`config.mk`:
```
export PLATFORM = sky130hd
export DESIGN_NAME = vga_scanout
export DESIGN_NICKNAME = d
export VERILOG_FILES = /design/src/rtl/vga_scanout.sv
export SDC_FILE = /design/constraint.sdc
export NUM_CORES = 1
export LEC_CHECK = 0
export ABC_CLOCK_PERIOD_IN_PS = 2900
export BUFFER_PORTS_ARGS = -buffer_cell sky130_fd_sc_hd__buf_2
export CORE_AREA = 2 2 88 124
export DETAILED_ROUTE_END_ITERATION = 7
export DIE_AREA = 0 0 90 126
export PLACE_DENSITY = 0.77
export SLEW_MARGIN = 20
export SYNTH_ARGS = -nofsm -noshare
export SYNTH_HDL_FRONTEND = slang
export SYNTH_SLANG_ARGS = --single-unit
```
`constraint.sdc`:
```
create_clock -name clk25M -period 2.9 [get_ports clk25M]
set_input_delay 0.87 -clock clk25M [delete_from_list [all_inputs] [get_ports clk25M]]
set_output_delay 0.87 -clock clk25M [all_outputs]
set_load 0.005 [all_outputs]
```
`src/rtl/vga_scanout.sv`:
```
// 640x480@60 VGA scanout: raster-order VRAM reads, sync generation and data realignment.
// Optional build macro VGA_BORDER_TEST_EN forces a white one-pixel frame around the visible area.
module vga_scanout #(
    parameter int H_ACTIVE = 640,
    parameter int H_FP     = 16,
    parameter int H_SYNC   = 96,
    parameter int H_BP     = 48,
    parameter int V_ACTIVE = 480,
    parameter int V_FP     = 10,
    parameter int V_SYNC   = 2,
    parameter int V_BP     = 33,
    parameter int RD_LAT   = 2,
    parameter int ADDR_W   = 19
) (
    input  logic              clk25M,
    input  logic              reset,
    output logic [ADDR_W-1:0] vram_raddr,
    output logic              vram_ren,
    input  logic [11:0]       vram_rdata,
    output logic [3:0]        vgaR,
    output logic [3:0]        vgaG,
    output logic [3:0]        vgaB,
    output logic              hsync,
    output logic              vsync,
    output logic              de,
    output logic [9:0]        hpos,
    output logic [9:0]        vpos,
    output logic              frame_start
);

    localparam int HT     = H_ACTIVE + H_FP + H_SYNC + H_BP;
    localparam int VT     = V_ACTIVE + V_FP + V_SYNC + V_BP;
    localparam int PIPE_D = RD_LAT + 1;

    localparam logic [9:0] H_LAST = 10'(HT - 1);
    localparam logic [9:0] V_LAST = 10'(VT - 1);
    localparam logic [9:0] H_ACT  = 10'(H_ACTIVE);
    localparam logic [9:0] V_ACT  = 10'(V_ACTIVE);
    localparam logic [9:0] HS_ON  = 10'(H_ACTIVE + H_FP);
    localparam logic [9:0] HS_OFF = 10'(H_ACTIVE + H_FP + H_SYNC);
    localparam logic [9:0] VS_ON  = 10'(V_ACTIVE + V_FP);
    localparam logic [9:0] VS_OFF = 10'(V_ACTIVE + V_FP + V_SYNC);

    typedef struct packed {
        logic       hs;
        logic       vs;
        logic       act;
        logic       first;
        logic [9:0] x;
        logic [9:0] y;
    } tag_t;

    localparam tag_t TAG_BLANK = '{hs: 1'b1, vs: 1'b1, act: 1'b0, first: 1'b0, x: '0, y: '0};

    logic [9:0]        hcnt;
    logic [9:0]        vcnt;
    logic [ADDR_W-1:0] raddr;
    logic              h_end;
    logic              v_end;
    logic              active;
    tag_t              tag_in;
    tag_t              tag_out;
    tag_t [PIPE_D-1:0] pipe;
    logic [11:0]       pix;

    assign h_end  = (hcnt == H_LAST);
    assign v_end  = (vcnt == V_LAST);
    assign active = (hcnt < H_ACT) && (vcnt < V_ACT);

    // Stage 0: free-running raster counters and the incremental read address.
    // NOTE: every sequential block uses non-blocking assignments so all flops update together.
    always_ff @(posedge clk25M or negedge reset) begin
        if (!reset) begin
            hcnt  <= '0;
            vcnt  <= '0;
            raddr <= '0;
        end else begin
            hcnt <= h_end ? '0 : hcnt + 10'd1;
            if (h_end) begin
                vcnt <= v_end ? '0 : vcnt + 10'd1;
            end
            if (h_end && v_end) begin
                raddr <= '0;
            end else if (active) begin
                raddr <= raddr + ADDR_W'(1);
            end
        end
    end

    always_ff @(posedge clk25M or negedge reset) begin
        if (!reset) begin
            vram_ren   <= 1'b0;
            vram_raddr <= '0;
        end else begin
            vram_ren <= active;
            if (active) begin
                vram_raddr <= raddr;
            end
        end
    end

    assign tag_in = '{
        hs:    !((hcnt >= HS_ON) && (hcnt < HS_OFF)),
        vs:    !((vcnt >= VS_ON) && (vcnt < VS_OFF)),
        act:   active,
        first: (hcnt == '0) && (vcnt == '0),
        x:     hcnt,
        y:     vcnt
    };

    // Timing tags ride alongside the read so they meet the returning data at the output stage.
    // NOTE: this pipe is a handful of flops, not a RAM, so flushing it on reset is cheap and keeps sync idle.
    always_ff @(posedge clk25M or negedge reset) begin
        if (!reset) begin
            pipe <= {PIPE_D{TAG_BLANK}};
        end else begin
            pipe <= {pipe[PIPE_D-2:0], tag_in};
        end
    end

    assign tag_out = pipe[PIPE_D-1];

`ifdef VGA_BORDER_TEST_EN
    localparam logic [9:0] X_MAX = 10'(H_ACTIVE - 1);
    localparam logic [9:0] Y_MAX = 10'(V_ACTIVE - 1);
    logic border;
    assign border = (tag_out.x == '0) || (tag_out.x == X_MAX) ||
                    (tag_out.y == '0) || (tag_out.y == Y_MAX);
    assign pix    = border ? 12'hFFF : vram_rdata;
`else
    assign pix = vram_rdata;
`endif

    always_ff @(posedge clk25M or negedge reset) begin
        if (!reset) begin
            {vgaR, vgaG, vgaB} <= 12'h000;
            hsync              <= 1'b1;
            vsync              <= 1'b1;
            de                 <= 1'b0;
            hpos               <= '0;
            vpos               <= '0;
            frame_start        <= 1'b0;
        end else begin
            {vgaR, vgaG, vgaB} <= tag_out.act ? pix : 12'h000;
            hsync              <= tag_out.hs;
            vsync              <= tag_out.vs;
            de                 <= tag_out.act;
            hpos               <= tag_out.x;
            vpos               <= tag_out.y;
            frame_start        <= tag_out.first;
        end
    end

endmodule

```
After elaboration in Yosys (flattened, before gate mapping). Index checks and enable logic that the tools add are counted.

Reductions and logical operators: 10. Add/sub/neg operators: 3. Muxes and demuxes: 5. Order comparisons: 6. Equality and inequality tests: 2.

Operator list (count): 2-to-1 mux 19 bit (2); adder 10 x 1 -> 10 bit (second input constant) (2); equality test 10 bit (second input constant) (2); zero test 10 bit (2); < comparator 10 bit (second input constant) (2); < comparator 10 x 9 -> 1 bit (second input constant) (2); 2-to-1 mux 10 bit (2); adder 19 x 1 -> 19 bit (second input constant) (1); 2-to-1 mux 12 bit (1); greater-or-equal comparator 10 bit (second input constant) (1); greater-or-equal comparator 10 x 9 -> 1 bit (second input constant) (1); logical AND 1 bit (5); zero test 1 bit (2); nonzero test 2 bit (1).

Flip-flop bits (word level): 166. Input port bits: 14. Word-level logic and storage cells: 57. Output and inout bits: 56.

Longest topological paths before layout.
Word-level depth: 4. Gate-level depth with buffers: 8.

Worst setup path before layout. No wires, ideal clock.

Path kind: flip-flop to flip-flop. From: register hcnt[0]. To: register vcnt[9]. Buffers on the path: 1. Path slack: 1136 ps. Stages on the path, launching flop included: 7. Period minus slack after synthesis: 1764 ps. Arrival: 1629 ps. Cells stage by stage: dfrtp_1 > ha_1 > nand3_1 > or3_1 > buf_6 > o31ai_4 > o31ai_1.

Cells in the longest elaborated chain, start to end: 1.

Ends and longest elaborated chain: from (decl) (line 55) `logic [9:0] hcnt;`; from (signal assigned) (line 78) `hcnt <= h_end ? '0 : hcnt + 10'd1;`; equality test 10 bit (line 66) `assign h_end = (hcnt == H_LAST);`; to (signal assigned) (line 80) `vcnt <= v_end ? '0 : vcnt + 10'd1;`; to (decl) (line 56) `logic [9:0] vcnt;`.

No other way between the ends. A chain may end at the register's enable or synchronous reset.

Worst setup path in the final report.
From: register vcnt[5]. To: register raddr[7].

Cells in the longest elaborated chain, start to end: 3. Elaborated cells on any way between the ends: 6.

Ends and longest elaborated chain: < comparator 10 x 9 -> 1 bit / equality test 10 bit (equally long branches) (line 68, 67); logical AND 1 bit, on equally long branches (line 68, 82); nonzero test 2 bit (no line) / 2-to-1 mux 19 bit (equally long branches); to (signal assigned) (line 85) `raddr <= raddr + ADDR_W'(1);`; to (decl) (line 57) `logic [ADDR_W-1:0] raddr;`.

Parallel ways exist; a longest one is shown, timed or not.

==> impl_metrics.env <==
export IMPL_rsz0062_at_grt="no"
export IMPL_wl_per_cell_um=15.9
export IMPL_slowest_stage="nor4_1"
export IMPL_maxSlewHeadroom=0.565
export IMPL_layout_setup_ws_ns=0.769
export IMPL_portBuffers=69
export IMPL_finalHoldViolCount=0
export IMPL_cts_resized=0
export IMPL_fin_crit_ns=2.13
export IMPL_maxCapViolations=0
export IMPL_ys_seq_area_frac=0.728
export IMPL_syn_nets=444
export IMPL_pwr_density_cell_nw_per_um2=706
export IMPL_critical_path_class="reg2reg"
export IMPL_cellLeakagePower_uw=0.00330
export IMPL_end_kind="register"
export IMPL_grt_max_degree=67
export IMPL_row_count=44
export IMPL_drc=0
export IMPL_fin_nets=521
export IMPL_drt_first_pass_iters=4
export IMPL_grt_pass1_wl_mm=17.4
export IMPL_synth_top_cell_area_share=0.691
export IMPL_drt_iter0_drc=321
export IMPL_ys_flop_type="dfrtp_1"
export IMPL_max_freq_mhz=469
export IMPL_cts_tree="built"
export IMPL_worstPathRequired_ns=3.18
export IMPL_clock_sinks=166
export IMPL_syn_instance_count=425
export IMPL_pwr_share_clk=0.502
export IMPL_track_usage=0.198
export IMPL_layout_drive_gt1_share=0.237
export IMPL_dpl_hpwl_mm=6.23
export IMPL_pwr_share_comb=0.015
export IMPL_holdBufCountCts=0
export IMPL_clockBufferDepth=2
export IMPL_clkTransAtPathRegs_ns=0.06
export IMPL_finClkSkew_ns=0.00857
export IMPL_overflow=0
export IMPL_die_area_um2=11300
export IMPL_htree_levels=4
export IMPL_pwr_share_seq=0.483
export IMPL_gp_congestion=0.831
export IMPL_yosys_top_cells_area="dfrtp_1, nand2_1, dfstp_2"
export IMPL_sw_frac_of_total=0.193
export IMPL_worstMarginPinSlew_ns=0.649
export IMPL_routed_wl_mm=10.4
export IMPL_crit_family="simple AND/OR/NAND/NOR gates"
export IMPL_io_pins=70
export IMPL_worstSetupStartpointType="register"
export IMPL_yosys_warnings=0
export IMPL_areaGrowthSynthToFinish_pct=19.2
export IMPL_synth_avg_cell_area_um2=13.5
export IMPL_final_common_cell="dfrtp_1"
export IMPL_ctsRootBufferMaster="clkbuf_16"
export IMPL_clk_insertion_delay_late_ns=0.42
export IMPL_hp_class="reg2reg"
export IMPL_p_int_uw=3880
export IMPL_cts_buffers=17
export IMPL_cts_setup_buffers=0
export IMPL_layout_common_cells="dfrtp_1, buf_2, nand2_1"
export IMPL_antenna_left=0
export IMPL_ys_async_sr_fraction=1.00
export IMPL_min_period_over_period=0.735
export IMPL_tns_ns=0
export IMPL_die_y_um=126
export IMPL_cpPeakStageDelay_ns=0.56
export IMPL_cp_max_fo=21
export IMPL_yosysTopAreaCell="dfrtp_1"
export IMPL_worst_path_buf_inv=0
export IMPL_peakVddDrop_mv=0.416
export IMPL_die_x_um=90
export IMPL_synth_cell_type_count=42
export IMPL_vias=3542
export IMPL_dp_slack_ns=0.790
export IMPL_status="completed"
export IMPL_routed_via_density=5.42
export IMPL_power_switching_uw=930
export IMPL_cp_data_arrival_time_ns=2.42
export IMPL_core_um2=10200
export IMPL_slew_viol_final=0
export IMPL_start_util=0.559
export IMPL_worstPathCellList="nor4_1 > nand4_1 > nor2_8 > a21oi_1"
export IMPL_synth_edff_count=0
export IMPL_mappedNetlistArea_um2=5720
export IMPL_antenna_found_initial=0
export IMPL_setup_violations=0
export IMPL_first_global_vias=3598
export IMPL_n_antenna_cell=0
export IMPL_ys_seq_elements=166
-- flip-flops by register name (all words and copies together) (netlist names) --
| name | count |
|---|---|
| vgaG | 4 |
| vpos | 10 |
| pipe | 72 |
| vsync | 1 |
| hpos | 10 |
| frame_start | 1 |
| vcnt | 10 |
| raddr | 19 |
| hcnt | 10 |
| de | 1 |
| hsync | 1 |
| vram_raddr | 19 |
| vgaR | 4 |
| vgaB | 4 |
-- synth_stat cells (6+ instances only) --
library cell / number
nor4_1: 6
nand2_1: 64
a21oi_1: 13
nor2_2: 6
nor2_1: 6
dfrtp_1: 158
o21ai_0: 9
or4_1: 11
nand4_1: 11
and2_1: 15
o31ai_1: 14
nand3_1: 18
dfstp_2: 8
inv_1: 11
and3_1: 7
xnor2_1: 12
-- through the flow --
stage                     utilization  total power [µW]  hold WS (ns)  instances  cell area, µm²
after global placement          0.603              2440         0.331        621            6180
after global routing            0.666              4970         0.350        653            6820
after floorplan                     -              2380         0.331        425            5720
final                           0.666              4810         0.342        653            6820
after detailed placement        0.603              2440         0.335        621            6180
after CTS                       0.666              4860         0.346        653            6820
-- path summary, 6_finish.rpt --
path | from | to | slack (ns) | depth (start not counted)
worst max register to register | vcnt[5] | raddr[7] | 0.77 | 4
max in group asynchronous | reset | vram_raddr[11] | 1.64 | 2
worst min register to register | pipe[33] | pipe[57] | 0.34 | 0
min in group asynchronous | reset | hpos[1] | 0.43 | 1
worst min-delay path | pipe[33] | pipe[57] | 0.34 | 0
worst max-delay path | vcnt[5] | raddr[7] | 0.77 | 4
-- per-layer routing --
layer	wire length [µm]	global-route usage	up-vias
met3	438	0.0598	14
met2	5800	0.339	104
met5	0	0	-
met1	3960	0.230	1814
met4	206	0.0950	0
li1	-	-	1610
-- power by group through the flow --
stage          clock, µW  combinational, µW  sequential (µW)
2_1_floorplan          0               5.64             2370
3_3_place_gp           0               72.5             2370
3_5_place_dp           0               75.4             2370
4_1_cts             2460               76.5             2330
5_1_grt             2560               85.5             2330
6_report            2410               72.2             2330
-- cell families after synthesis --
group           count (synthesis)  share of synthesized area
xor+xnor                       16                     0.0245
flops                         166                      0.728
buf+inv                        26                     0.0262
mux                             1                    0.00175
compound gates                 45                     0.0527
simple gates                  166                      0.156
fa+ha+maj                       5                     0.0109
-- cell type report --
type                       count  area, µm²
clock inverter                11        198
fill                         725       3420
clock buffer                  21        440
inverter                      11       41.3
multi-input combinational    233       1410
timing repair buffer          73        394
tap                          138        173
sequential                   166       4160
No activity file was read; power rests on OpenSTA's default activity.
